===== config.mk =====
export PLATFORM = sky130hd
export DESIGN_NAME = coin_scheduler
export DESIGN_NICKNAME = d
export VERILOG_FILES = /design/src/rtl/vend_pkg.sv /design/src/rtl/coin_pend_ctr.sv /design/src/rtl/coin_scheduler.sv
export SDC_FILE = /design/constraint.sdc
export NUM_CORES = 1
export LEC_CHECK = 0
export ABC_CLOCK_PERIOD_IN_PS = 2120
export CORE_ASPECT_RATIO = 1.75
export CORE_MARGIN = 3
export CORE_UTILIZATION = 53
export CTS_CLUSTER_DIAMETER = 60
export DETAILED_ROUTE_END_ITERATION = 8
export PLACE_DENSITY = 0.78
export SYNTH_ARGS = -nofsm -noshare
export SYNTH_HDL_FRONTEND = slang
export SYNTH_SLANG_ARGS = --single-unit

===== constraint.sdc =====
create_clock -name clk -period 2.12 [get_ports clk]
set_input_delay 0.424 -clock clk [delete_from_list [all_inputs] [get_ports clk]]
set_output_delay 0.424 -clock clk [all_outputs]
set_load 0.02 [all_outputs]

===== src/rtl/vend_pkg.sv =====
// Shared types and constants for the coin scheduler: slot indices, FSM states,
// widths, and the fixed 5 > 2 > 1 issue-priority helper.
package vend_pkg;

  localparam int unsigned NSLOT   = 3;
  localparam int unsigned SLOT1   = 0;
  localparam int unsigned SLOT2   = 1;
  localparam int unsigned SLOT5   = 2;
  localparam int unsigned STOCK_W = 8;
  localparam int unsigned CNT_W   = 2;
  localparam int unsigned GAP_W   = 4;

  typedef enum logic [1:0] {
    ST_IDLE  = 2'd0,
    ST_ISSUE = 2'd1,
    ST_GAP   = 2'd2
  } state_t;

  // One-hot pick of the highest-value slot that has a coin available.
  function automatic logic [NSLOT-1:0] pick_slot(input logic [NSLOT-1:0] avail);
    logic [NSLOT-1:0] sel;
    sel = '0;
    if (avail[SLOT5])      sel[SLOT5] = 1'b1;
    else if (avail[SLOT2]) sel[SLOT2] = 1'b1;
    else if (avail[SLOT1]) sel[SLOT1] = 1'b1;
    return sel;
  endfunction

endpackage


===== src/rtl/coin_pend_ctr.sv =====
// Per-slot saturating pending-coin counter. A coin that cannot be accepted
// raises a one-cycle registered reject on the following cycle.
module coin_pend_ctr
  import vend_pkg::*;
#(
  parameter int unsigned PEND_MAX = 3
) (
  input  logic             clk,
  input  logic             rst_n,
  input  logic             coin,
  input  logic             dec,
  input  logic             blocked,
  output logic [CNT_W-1:0] count,
  output logic             reject
);

  logic accept;

  assign accept = coin && !blocked && (count != CNT_W'(PEND_MAX));

  // Increment and decrement in the same cycle cancel out.
  always_ff @(posedge clk or negedge rst_n) begin
    if (!rst_n) begin
      count  <= '0;
      reject <= 1'b0;
    end else begin
      reject <= coin && !accept;
      if (accept && !dec)
        count <= count + CNT_W'(1);
      else if (dec && !accept)
        count <= count - CNT_W'(1);
    end
  end

endmodule


===== src/rtl/coin_scheduler.sv =====
// Coin scheduler: buffers coin-sensor pulses per slot and re-issues them one at
// a time with an enforced idle gap, and tracks soda stock and dispense requests.
module coin_scheduler
  import vend_pkg::*;
#(
  parameter int unsigned GAP        = 2,
  parameter int unsigned SODA_STOCK = 15,
  parameter int unsigned PEND_MAX   = 3
) (
  input  logic               clk,
  input  logic               rst_n,
  input  logic               coin1_i,
  input  logic               coin2_i,
  input  logic               coin5_i,
  input  logic               soda_i,
  input  logic               disp_ack_i,
  input  logic               refill_i,
  output logic               in1_o,
  output logic               in2_o,
  output logic               in5_o,
  output logic               disp_req_o,
  output logic [NSLOT-1:0]   reject_o,
  output logic [STOCK_W-1:0] stock_o,
  output logic               empty_o
);

  state_t             state_q, state_d;
  logic [GAP_W-1:0]   gap_q, gap_d;
  logic [NSLOT-1:0]   in_q, in_d;
  logic [NSLOT-1:0]   avail;
  logic               start;
  logic [CNT_W-1:0]   cnt [NSLOT];
  logic [STOCK_W-1:0] stock_q, stock_d;
  logic               empty_q, disp_req_q, ack_q;

  coin_pend_ctr #(.PEND_MAX(PEND_MAX)) u_slot1 (
    .clk(clk), .rst_n(rst_n), .coin(coin1_i), .dec(in_q[SLOT1]),
    .blocked(empty_q), .count(cnt[SLOT1]), .reject(reject_o[SLOT1])
  );
  coin_pend_ctr #(.PEND_MAX(PEND_MAX)) u_slot2 (
    .clk(clk), .rst_n(rst_n), .coin(coin2_i), .dec(in_q[SLOT2]),
    .blocked(empty_q), .count(cnt[SLOT2]), .reject(reject_o[SLOT2])
  );
  coin_pend_ctr #(.PEND_MAX(PEND_MAX)) u_slot5 (
    .clk(clk), .rst_n(rst_n), .coin(coin5_i), .dec(in_q[SLOT5]),
    .blocked(empty_q), .count(cnt[SLOT5]), .reject(reject_o[SLOT5])
  );

  // A coin being issued this cycle no longer counts as available.
  always_comb begin
    for (int k = 0; k < int'(NSLOT); k++)
      avail[k] = (cnt[k] != '0) && !(in_q[k] && (cnt[k] == CNT_W'(1)));
  end

  always_ff @(posedge clk or negedge rst_n) begin
    if (!rst_n) begin
      state_q <= ST_IDLE;
      gap_q   <= '0;
      in_q    <= '0;
    end else begin
      state_q <= state_d;
      gap_q   <= gap_d;
      in_q    <= in_d;
    end
  end

  // Once the gap is served, go straight back to ISSUE if work is waiting.
  always_comb begin
    state_d = state_q;
    gap_d   = gap_q;
    in_d    = '0;
    start   = (|avail) && !disp_req_q;
    unique case (state_q)
      ST_IDLE: begin
        if (start) begin
          state_d = ST_ISSUE;
          in_d    = pick_slot(avail);
        end
      end
      ST_ISSUE: begin
        if (GAP != 0) begin
          state_d = ST_GAP;
          gap_d   = GAP_W'(GAP - 1);
        end else if (start) begin
          state_d = ST_ISSUE;
          in_d    = pick_slot(avail);
        end else begin
          state_d = ST_IDLE;
        end
      end
      ST_GAP: begin
        if (gap_q != '0) begin
          gap_d = gap_q - GAP_W'(1);
        end else if (start) begin
          state_d = ST_ISSUE;
          in_d    = pick_slot(avail);
        end else begin
          state_d = ST_IDLE;
        end
      end
      default: state_d = ST_IDLE;
    endcase
  end

  always_comb begin
    stock_d = stock_q;
    if (refill_i)
      stock_d = STOCK_W'(SODA_STOCK);
    else if (soda_i && (stock_q != '0))
      stock_d = stock_q - STOCK_W'(1);
  end

  // Acknowledge takes effect one edge after it is sampled; a new vend wins.
  always_ff @(posedge clk or negedge rst_n) begin
    if (!rst_n) begin
      stock_q    <= STOCK_W'(SODA_STOCK);
      empty_q    <= 1'b0;
      disp_req_q <= 1'b0;
      ack_q      <= 1'b0;
    end else begin
      stock_q <= stock_d;
      empty_q <= (stock_d == '0);
      ack_q   <= disp_ack_i;
      if (soda_i)
        disp_req_q <= 1'b1;
      else if (ack_q)
        disp_req_q <= 1'b0;
    end
  end

  assign in1_o      = in_q[SLOT1];
  assign in2_o      = in_q[SLOT2];
  assign in5_o      = in_q[SLOT5];
  assign disp_req_o = disp_req_q;
  assign stock_o    = stock_q;
  assign empty_o    = empty_q;

endmodule

==> results.json, run 1 <==
{
  "fp-row-count": 26,
  "met1_usage": 0.200,
  "clk_latency_ps": 290,
  "final_cell_area_um2": 1970,
  "grt_use_met2": 0.390,
  "clock-sinks": 29,
  "gp_congestion": 0.816,
  "cp_slowest_cell": "dfstp_2",
  "syn_area_um2": 1630,
  "critPathLaunch": "stock_o[0]",
  "rr_startpoint": "stock_o[0]",
  "wl_per_cell_um": 15.4,
  "gr-total-overflow": 0,
  "routed_wl_um": 3400,
  "grt_usage": 0.220,
  "use_met3": 0.0677,
  "cp-start-kind": "flop",
  "grt_max_degree": 30,
  "finalSetupViolCount": 0,
  "vias_per_cell": 5.75,
  "fin_crit_sh": 0.919,
  "synthAdderAreaFrac": 0.115,
  "synth_xor_area_frac": 0.0322,
  "drc": 0,
  "synth_area_leader_cell": "dfrtp_1",
  "ant_nets": 0,
  "synth-seq-cells": 29,
  "area_growth_pct": 20.6,
  "dp_hpwl_um": 2620,
  "holdBufCountCts": 0,
  "path_class": "flop to flop",
  "synth_compound_area_frac": 0.113,
  "core_um2": 2930,
  "io-pin-count": 24,
  "maxCapViolCount": 0,
  "irDropWorstVdd_mv": 0.666,
  "slowest_delay_ps": 590,
  "grt_pass1_wl_um": 5700,
  "post-cts-setup-buffer-count": 0,
  "power.density_nw_per_um2": 1040,
  "worstPathCellList": "inv_1, ha_1, nor4b_4, a21boi_1, nor3_1, a31oi_1, nor4_2",
  "synth_ff_type": "dfrtp_1",
  "cts_buffers": 5,
  "rsz0062_at_grt": "false",
  "cts_root_buffer": "clkbuf_8",
  "clk_pin_slew_worst_paths_ps": 60,
  "synth_top_area_share": 0.383,
  "via_count": 1265,
  "status": "finished, final reports clean",
  "crit_path_end_kind": "flop",
  "clk_path_buf_depth": 2,
  "synth-edff-count": 0,
  "final_nets": 214,
  "htree_levels": 2,
  "clock_skew_ps": 7.68,
  "grt_pass1_vias": 1332,
  "finalPower_mw": 2.05,
  "critPathRequiredTime_ps": 2280,
  "synth_nets": 187,
  "fin_crit_ps": 1950,
  "final_layout_size_suffix_gt1_frac": 0.115,
  "ys_top_cells_by_count": "dfrtp_1 (25), inv_1 (17), ha_1 (15), nor2_1 (15), a21oi_1 (11)",
  "die_y_um": 79.4,
  "antenna_cells": 0,
  "yosysMostFrequentCell": "dfrtp_1",
  "ys_top_cells_by_area": "dfrtp_1 (38%), ha_1 (12%), dfstp_2 (6.4%)",
  "grt.busiest_layer": "met2",
  "p_leak_nw": 0.865,
  "ys_types": 40,
  "finalWorstSetupSlack_ps": 171,
  "ys_seq_area_frac": 0.448,
  "start_util": 0.557,
  "slew_headroom": 0.744,
  "firstDrtPassIters": 4,
  "die_x_um": 47.9,
  "cts_tree": "yes",
  "holdCritStartpoint": "u_slot2.count[1]",
  "arrival_ps": 2110,
  "ctsResizeCount": 0,
  "portBuffers": 23,
  "dr.first_iter.drc_count": 17,
  "synthMuxAreaShare": 0.0253,
  "hp-class": "flop to flop",
  "die-area_um2": 3810,
  "slew_viol_final": 0,
  "worstMarginPinSlew_ps": 383,
  "crit_path_max_fanout": 7,
  "place_area_um2": 1890,
  "synth_top_family_by_area": "simple AND/OR/NAND/NOR gates",
  "syn_inst": 164,
  "synthArstFlopShare": 1.00,
  "max_freq_ghz": 0.513,
  "ys.warnings.count": 0,
  "finalHoldViolations": 0,
  "grt_antenna_before_repair": 0,
  "dp_slack_ps": 37.2,
  "setup-tns-final_ps": 0,
  "avgSynthCellArea_um2": 9.95,
  "yosys.area_share.simple": 0.207
}
## metal layers
| metal | up-vias | part of all wire |
|---|---|---|
| met4 | 0 | 0.035 |
| met3 | 11 | 0.040 |
| met2 | 31 | 0.58 |
| li1 | 611 | - |
| met5 | - | 0 |
| met1 | 612 | 0.35 |
## per-stage QoR
step                 util  cells  hold slack [ps]
floorplan               -    164              128
global placement    0.644    212              491
detailed placement  0.644    212              501
CTS                 0.672    220              514
global route        0.672    220              544
finish              0.672    220              510
## power breakdown
group	internal, mW	switching (mW)	total [mW]
sequential	0.692	0.159	0.851
combinational	0.373	0.391	0.765
clock	0.227	0.207	0.434
total	1.29	0.758	2.05
## path summary, 6_finish.rpt
| kind | slack (ps) | to | cells after the start |
|---|---|---|---|
| max | 170 | empty_o | 7 |
| min in group asynchronous | 520 | in_q[2] | 2 |
| max reg2reg | 170 | empty_o | 7 |
| min | 510 | u_slot2.count[1] | 2 |
| min reg2reg | 510 | u_slot2.count[1] | 2 |
| max in group asynchronous | 1280 | stock_o[0] | 2 |
## logic make-up (layout without fill, tap and decap cells)
| family | count (synthesis) | in the layout |
|---|---|---|
| buffers and inverters | 23 | 51 |
| multiplexers | 4 | 4 |
| AO/OA/AOI/OAI | 30 | 30 |
| XOR/XNOR | 6 | 6 |
| adder cells (fa/ha/maj) | 15 | 15 |
| AND/OR/NAND/NOR | 57 | 57 |
| flip-flops | 29 | 29 |
## layout make-up
| type | instances | area [um2] |
|---|---|---|
| clock inverter | 2 | 10.0 |
| tap | 28 | 35.0 |
| clock buffer | 6 | 72.6 |
| inverter | 17 | 63.8 |
| multi-input combinational | 112 | 803 |
| timing repair buffer | 26 | 253 |
| sequential | 29 | 731 |
| fill | 248 | 960 |
## flip-flops by register name, summed over array words and instances, names as in the netlist
| name | cells |
|---|---|
| ack_q | 1 |
| disp_req_o | 1 |
| empty_o | 1 |
| gap_q | 4 |
| in_q | 3 |
| state_q | 2 |
| stock_o | 8 |
| u_slot1.count | 2 |
| u_slot1.reject | 1 |
| u_slot2.count | 2 |
| u_slot2.reject | 1 |
| u_slot5.count | 2 |
| u_slot5.reject | 1 |
## cell usage in the layout, fill, tap and decap left out, types with 2 or more instances in the layout
cell type and n:
a21oi_1 11, a31oi_1 2, buf_4 3, clkbuf_8 5, clkdlybuf4s50_1 23, clkinv_2 2, dfrtp_1 25, dfstp_2 4
ha_1 15, inv_1 17, mux2i_1 3, nand2_1 10, nand2b_1 3, nor2_1 15, nor2b_1 4, nor3_1 8
nor3b_1 4, nor4_1 2, o21ai_0 6, o22ai_1 2, or3_1 2, xnor2_1 3, xor2_1 3
## worst max-delay path: cells and delay by family, from the launching register on
| family | cells | cell delay [ps] |
|---|---|---|
| AO/OA/AOI/OAI | 2 | 560 |
| adder cells (fa/ha/maj) | 1 | 250 |
| buffers and inverters | 1 | 90 |
| flip-flops | 1 | 590 |
| AND/OR/NAND/NOR | 3 | 330 |
(Power assumes the default switching activity.)
==> run 2, diff against run 1 <==
CAP_MARGIN = 20   (was unset)
CORE_MARGIN = 5   (was 3)
==> results.json, run 2 (same netlist as run 1, synthesis figures left out) <==
{
  "status": "finished, final reports clean",
  "fin_crit_sh": 0.914,
  "final_cell_mix": "dfrtp_1 (25), clkdlybuf4s50_1 (23), inv_1 (17)",
  "grt_use_met2": 0.304,
  "power.density_nw_per_um2": 1050,
  "finalSetupViolCount": 0,
  "die_x_um": 51.9,
  "final_common_cell": "dfrtp_1",
  "dp_hpwl_um": 2530,
  "core_um2": 2960,
  "rr_startpoint": "gap_q[0]",
  "crit_path_end_kind": "output pin",
  "critPathRequiredTime_ps": 1700,
  "use_met3": 0.0520,
  "finalHoldViolations": 0,
  "fp-row-count": 26,
  "wl_per_cell_um": 13.9,
  "rsz0062_at_grt": "false",
  "critPathCapture": "stock_o[2]",
  "cp-start-kind": "flop",
  "maxCapViolCount": 0,
  "slew_viol_final": 0,
  "arrival_ps": 1510,
  "gr-total-overflow": 0,
  "slew_headroom": 0.741,
  "cp_top_family": "buffers and inverters",
  "firstDrtPassIters": 4,
  "grt_pass1_vias": 1322,
  "die-area_um2": 4330,
  "worstPathCellList": "clkdlybuf4s50_1",
  "largest_reg_flops": 8,
  "post-cts-setup-buffer-count": 0,
  "grt_antenna_before_repair": 0,
  "worst-path-buf-inv": 1,
  "crit_path_max_fanout": 8,
  "fillers": 237,
  "grt.busiest_layer": "met2",
  "dr.first_iter.drc_count": 35,
  "clk_pin_slew_worst_paths_ps": 60,
  "drc": 0,
  "clock-sinks": 29,
  "portBuffers": 23,
  "fin_crit_ps": 1940,
  "max_freq_ghz": 0.516,
  "hp-class": "flop to flop",
  "grt_pass1_wl_um": 5710,
  "start_util": 0.551,
  "final_nets": 214,
  "clk_path_buf_depth": 2,
  "via_count": 1242,
  "die_y_um": 83.4,
  "final_layout_size_suffix_gt1_frac": 0.120,
  "met1_usage": 0.182,
  "slowest_delay_ps": 630,
  "clk_latency_ps": 280,
  "r2r_end": "in_q[0]",
  "io-pin-count": 24,
  "clock_skew_ps": 8.77,
  "gp_congestion": 0.910,
  "cts_buffers": 5,
  "cts_root_buffer": "clkbuf_8",
  "cp.depth": 1,
  "routed_wl_um": 3250,
  "area_growth_pct": 23.2,
  "cts_tree": "yes",
  "grt_usage": 0.177,
  "holdWs_ps": 521,
  "cp_slowest_cell": "clkdlybuf4s50_1",
  "vias_per_cell": 5.31,
  "grt_max_degree": 30,
  "r2r_cells": 6,
  "setup-tns-final_ps": 0,
  "htree_levels": 2,
  "rrSetupSlack_ps": 210,
  "ant_nets": 0,
  "fin_util": 0.679,
  "irDropWorstVdd_mv": 0.693,
  "antenna_cells": 0,
  "critPathLaunch": "stock_o[2]",
  "worstMarginPinSlew_ps": 387,
  "p_leak_nw": 0.874,
  "path_class": "flop to output pin"
}
## run 2: cell count changes in the layout (fill, tap and decap cells not counted)
cell and change:
clkbuf_8 +2, clkbuf_1 -1, clkinv_2 -1, nor3b_2 -1, nor3b_4 +1
## run 2: cell type report
type | count | area, um2 | share of cell area
inverter | 17 | 63.8 | 0.0317
sequential | 29 | 731 | 0.363
clock buffer | 7 | 96.3 | 0.0479
clock inverter | 1 | 5.00 | 0.00249
tap | 42 | 52.6 | 0.0261
timing repair buffer | 26 | 253 | 0.126
multi-input combinational | 112 | 810 | 0.403
## run 2: what timing repair did
item | 4_1_cts | 5_1_grt
hold buffers | 0 | 0
gates resized for setup | 0 | 2
setup endpoints to repair | 0 | 2
## run 2: worst min-delay path by stage
stage	cells past startpoint	slack, ps	startpoint	endpoint
4_1_cts	1	520	in_q[2]	in_q[2]
6_report	2	520	u_slot2.count[1]	u_slot2.count[1]
3_5_place_dp	1	510	in_q[2]	in_q[2]
2_1_floorplan	0	130	rst_n	ack_q
3_3_place_gp	2	490	u_slot5.count[1]	u_slot5.count[1]
5_1_grt	1	550	in_q[2]	in_q[2]
## run 2: metrics by stage
stage	worst slack, ps	std cells	power [mW]	area (um2)
after detailed placement	70.3	226	1.62	1900
after floorplan	354	164	1.40	1630
final	182	234	2.11	2010
after global placement	83.0	226	1.54	1900
after CTS	150	234	2.12	2000
after global routing	13.1	234	2.28	2010
## run 2: routing by layer
metal / part of all wire / wire (um)
met1: 0.37 / 1200
met2: 0.56 / 1810
met3: 0.038 / 122
met4: 0.034 / 111
met5: 0 / 0
## run 2: where the power goes
part | leakage (nW) | internal [mW] | switching [mW]
registers | 0.361 | 0.692 | 0.165
clock network | 0.0542 | 0.293 | 0.206
logic | 0.458 | 0.379 | 0.378
total | 0.874 | 1.36 | 0.749
## run 2: worst register-to-register path: cells and delay by family, from the launching register on
family	cells	cell delay, ps
buf+inv	1	80
simple gates	4	1080
flops	1	430
fa+ha+maj	1	220
==> run 3, diff against run 2 <==
CORE_MARGIN = 2   (was 5)
CORE_UTILIZATION = 43   (was 53)
PLACE_DENSITY = 0.74   (was 0.78)
==> results.json, run 3 (same netlist as run 1, synthesis figures left out) <==
{
  "status": "finished, final reports clean",
  "clock-sinks": 29,
  "grt_usage": 0.176,
  "fin_crit_ps": 1950,
  "grt_pass1_wl_um": 5730,
  "power.density_nw_per_um2": 1110,
  "gr-total-overflow": 0,
  "ant_nets": 0,
  "slew_headroom": 0.758,
  "grt_max_degree": 30,
  "power.switching_mw": 0.744,
  "fillers": 320,
  "dp_slack_ps": 38.8,
  "wl_met2_um": 1800,
  "path_class": "flop to output pin",
  "die_y_um": 85.5,
  "worstMarginPinSlew_ps": 362,
  "irDropWorstVdd_mv": 0.674,
  "io-pin-count": 24,
  "fp-row-count": 29,
  "rr_startpoint": "stock_o[0]",
  "cp_slowest_cell": "clkdlybuf4s50_1",
  "final_layout_size_suffix_gt1_frac": 0.120,
  "highest-signal-layer": "met4",
  "grt_pass1_vias": 1401,
  "p_leak_nw": 0.888,
  "grt_antenna_before_repair": 0,
  "crit_path_max_fanout": 8,
  "dp_hpwl_um": 2520,
  "worstPathCellList": "clkdlybuf4s50_1",
  "critPathRequiredTime_ps": 1700,
  "final_cell_mix": "dfrtp_1 (25), clkdlybuf4s50_1 (23), inv_1 (17)",
  "rsz0062_at_grt": "false",
  "slew_viol_final": 0,
  "setup-tns-final_ps": 0,
  "pwr-share-comb": 0.326,
  "die_x_um": 50.6,
  "finalHoldViolations": 0,
  "gp_congestion": 0.835,
  "portBuffers": 23,
  "clk_pin_slew_worst_paths_ps": 70,
  "clk_latency_ps": 280,
  "cp_top_family": "buffers and inverters",
  "wl_per_cell_um": 14.0,
  "via_count": 1326,
  "antenna_cells": 0,
  "post-cts-setup-buffer-count": 0,
  "dr.first_iter.drc_count": 54,
  "power_frac_seq": 0.374,
  "holdBufCountCts": 0,
  "firstDrtPassIters": 4,
  "fin_crit_sh": 0.919,
  "clk_path_buf_depth": 2,
  "crit_path_end_kind": "output pin",
  "arrival_ps": 1520,
  "final_nets": 214,
  "cp-start-kind": "flop",
  "slowest_delay_ps": 630,
  "final_common_cell": "dfrtp_1",
  "netSwitchingFraction": 0.327,
  "clock_power_share": 0.300,
  "core_um2": 3630,
  "start_util": 0.450,
  "worst-path-buf-inv": 1,
  "cts_root_buffer": "clkbuf_8",
  "max_freq_ghz": 0.513,
  "die-area_um2": 4320,
  "finalWorstSetupSlack_ps": 172,
  "drc": 0,
  "finalSetupViolCount": 0,
  "met3_length_um": 160,
  "area_growth_pct": 25.2,
  "maxCapViolCount": 0,
  "largest_reg_flops": 8,
  "wl_met1_um": 1220,
  "hp-class": "input port to async pin",
  "htree_levels": 2,
  "internal-power_mw": 1.53,
  "routed_wl_um": 3330,
  "critPathLaunch": "stock_o[2]",
  "cts_buffers": 5,
  "ctsResizeCount": 0,
  "cts_tree": "yes",
  "vias_per_cell": 5.57,
  "clock_skew_ps": 7.70
}
-- run 3: routing by layer --
| metal | global-route usage | vias to the layer above |
|---|---|---|
| li1 | - | 616 |
| met3 | 0.0511 | 17 |
| met2 | 0.304 | 51 |
| met5 | 0 | - |
| met1 | 0.181 | 642 |
| met4 | 0.113 | 0 |
-- run 3: final cells by class --
type | instances | area (um2) | share of cell area
multi-input cells | 112 | 803 | 0.393
flip-flops and latches | 29 | 731 | 0.358
repair buffers | 26 | 253 | 0.124
clock buffers | 5 | 68.8 | 0.0337
clock inverters | 3 | 65.1 | 0.0319
inverters | 17 | 63.8 | 0.0312
well taps | 46 | 57.6 | 0.0282
-- run 3: final timing paths --
check                                    to  slack (ps)  cells past startpoint
max                              stock_o[2]         170                      1
min                        u_slot5.count[0]         510                      2
max reg2reg                         empty_o         200                      7
min reg2reg                u_slot2.count[1]         520                      2
max in group asynchronous        stock_o[0]        1290                      2
min in group clk           u_slot2.count[1]         520                      2
-- run 3: power by group through the flow --
stage          combinational [mW]  sequential [mW]  clock [mW]
2_1_floorplan               0.584            0.817           0
3_3_place_gp                0.698            0.847           0
3_5_place_dp                0.753            0.860           0
4_1_cts                     0.754            0.853       0.694
5_1_grt                     0.852            0.879       0.721
6_report                    0.740            0.851       0.682
-- run 3: metrics by stage --
| stage | utilization | hold slack (ps) | instance area [um2] | power [mW] | instances |
|---|---|---|---|---|---|
| floorplan | - | 128 | 1630 | 1.40 | 164 |
| global placement | 0.526 | 490 | 1910 | 1.55 | 230 |
| detailed placement | 0.526 | 516 | 1910 | 1.61 | 230 |
| CTS | 0.563 | 530 | 2040 | 2.30 | 238 |
| global route | 0.563 | 550 | 2040 | 2.45 | 238 |
| finish | 0.563 | 514 | 2040 | 2.27 | 238 |
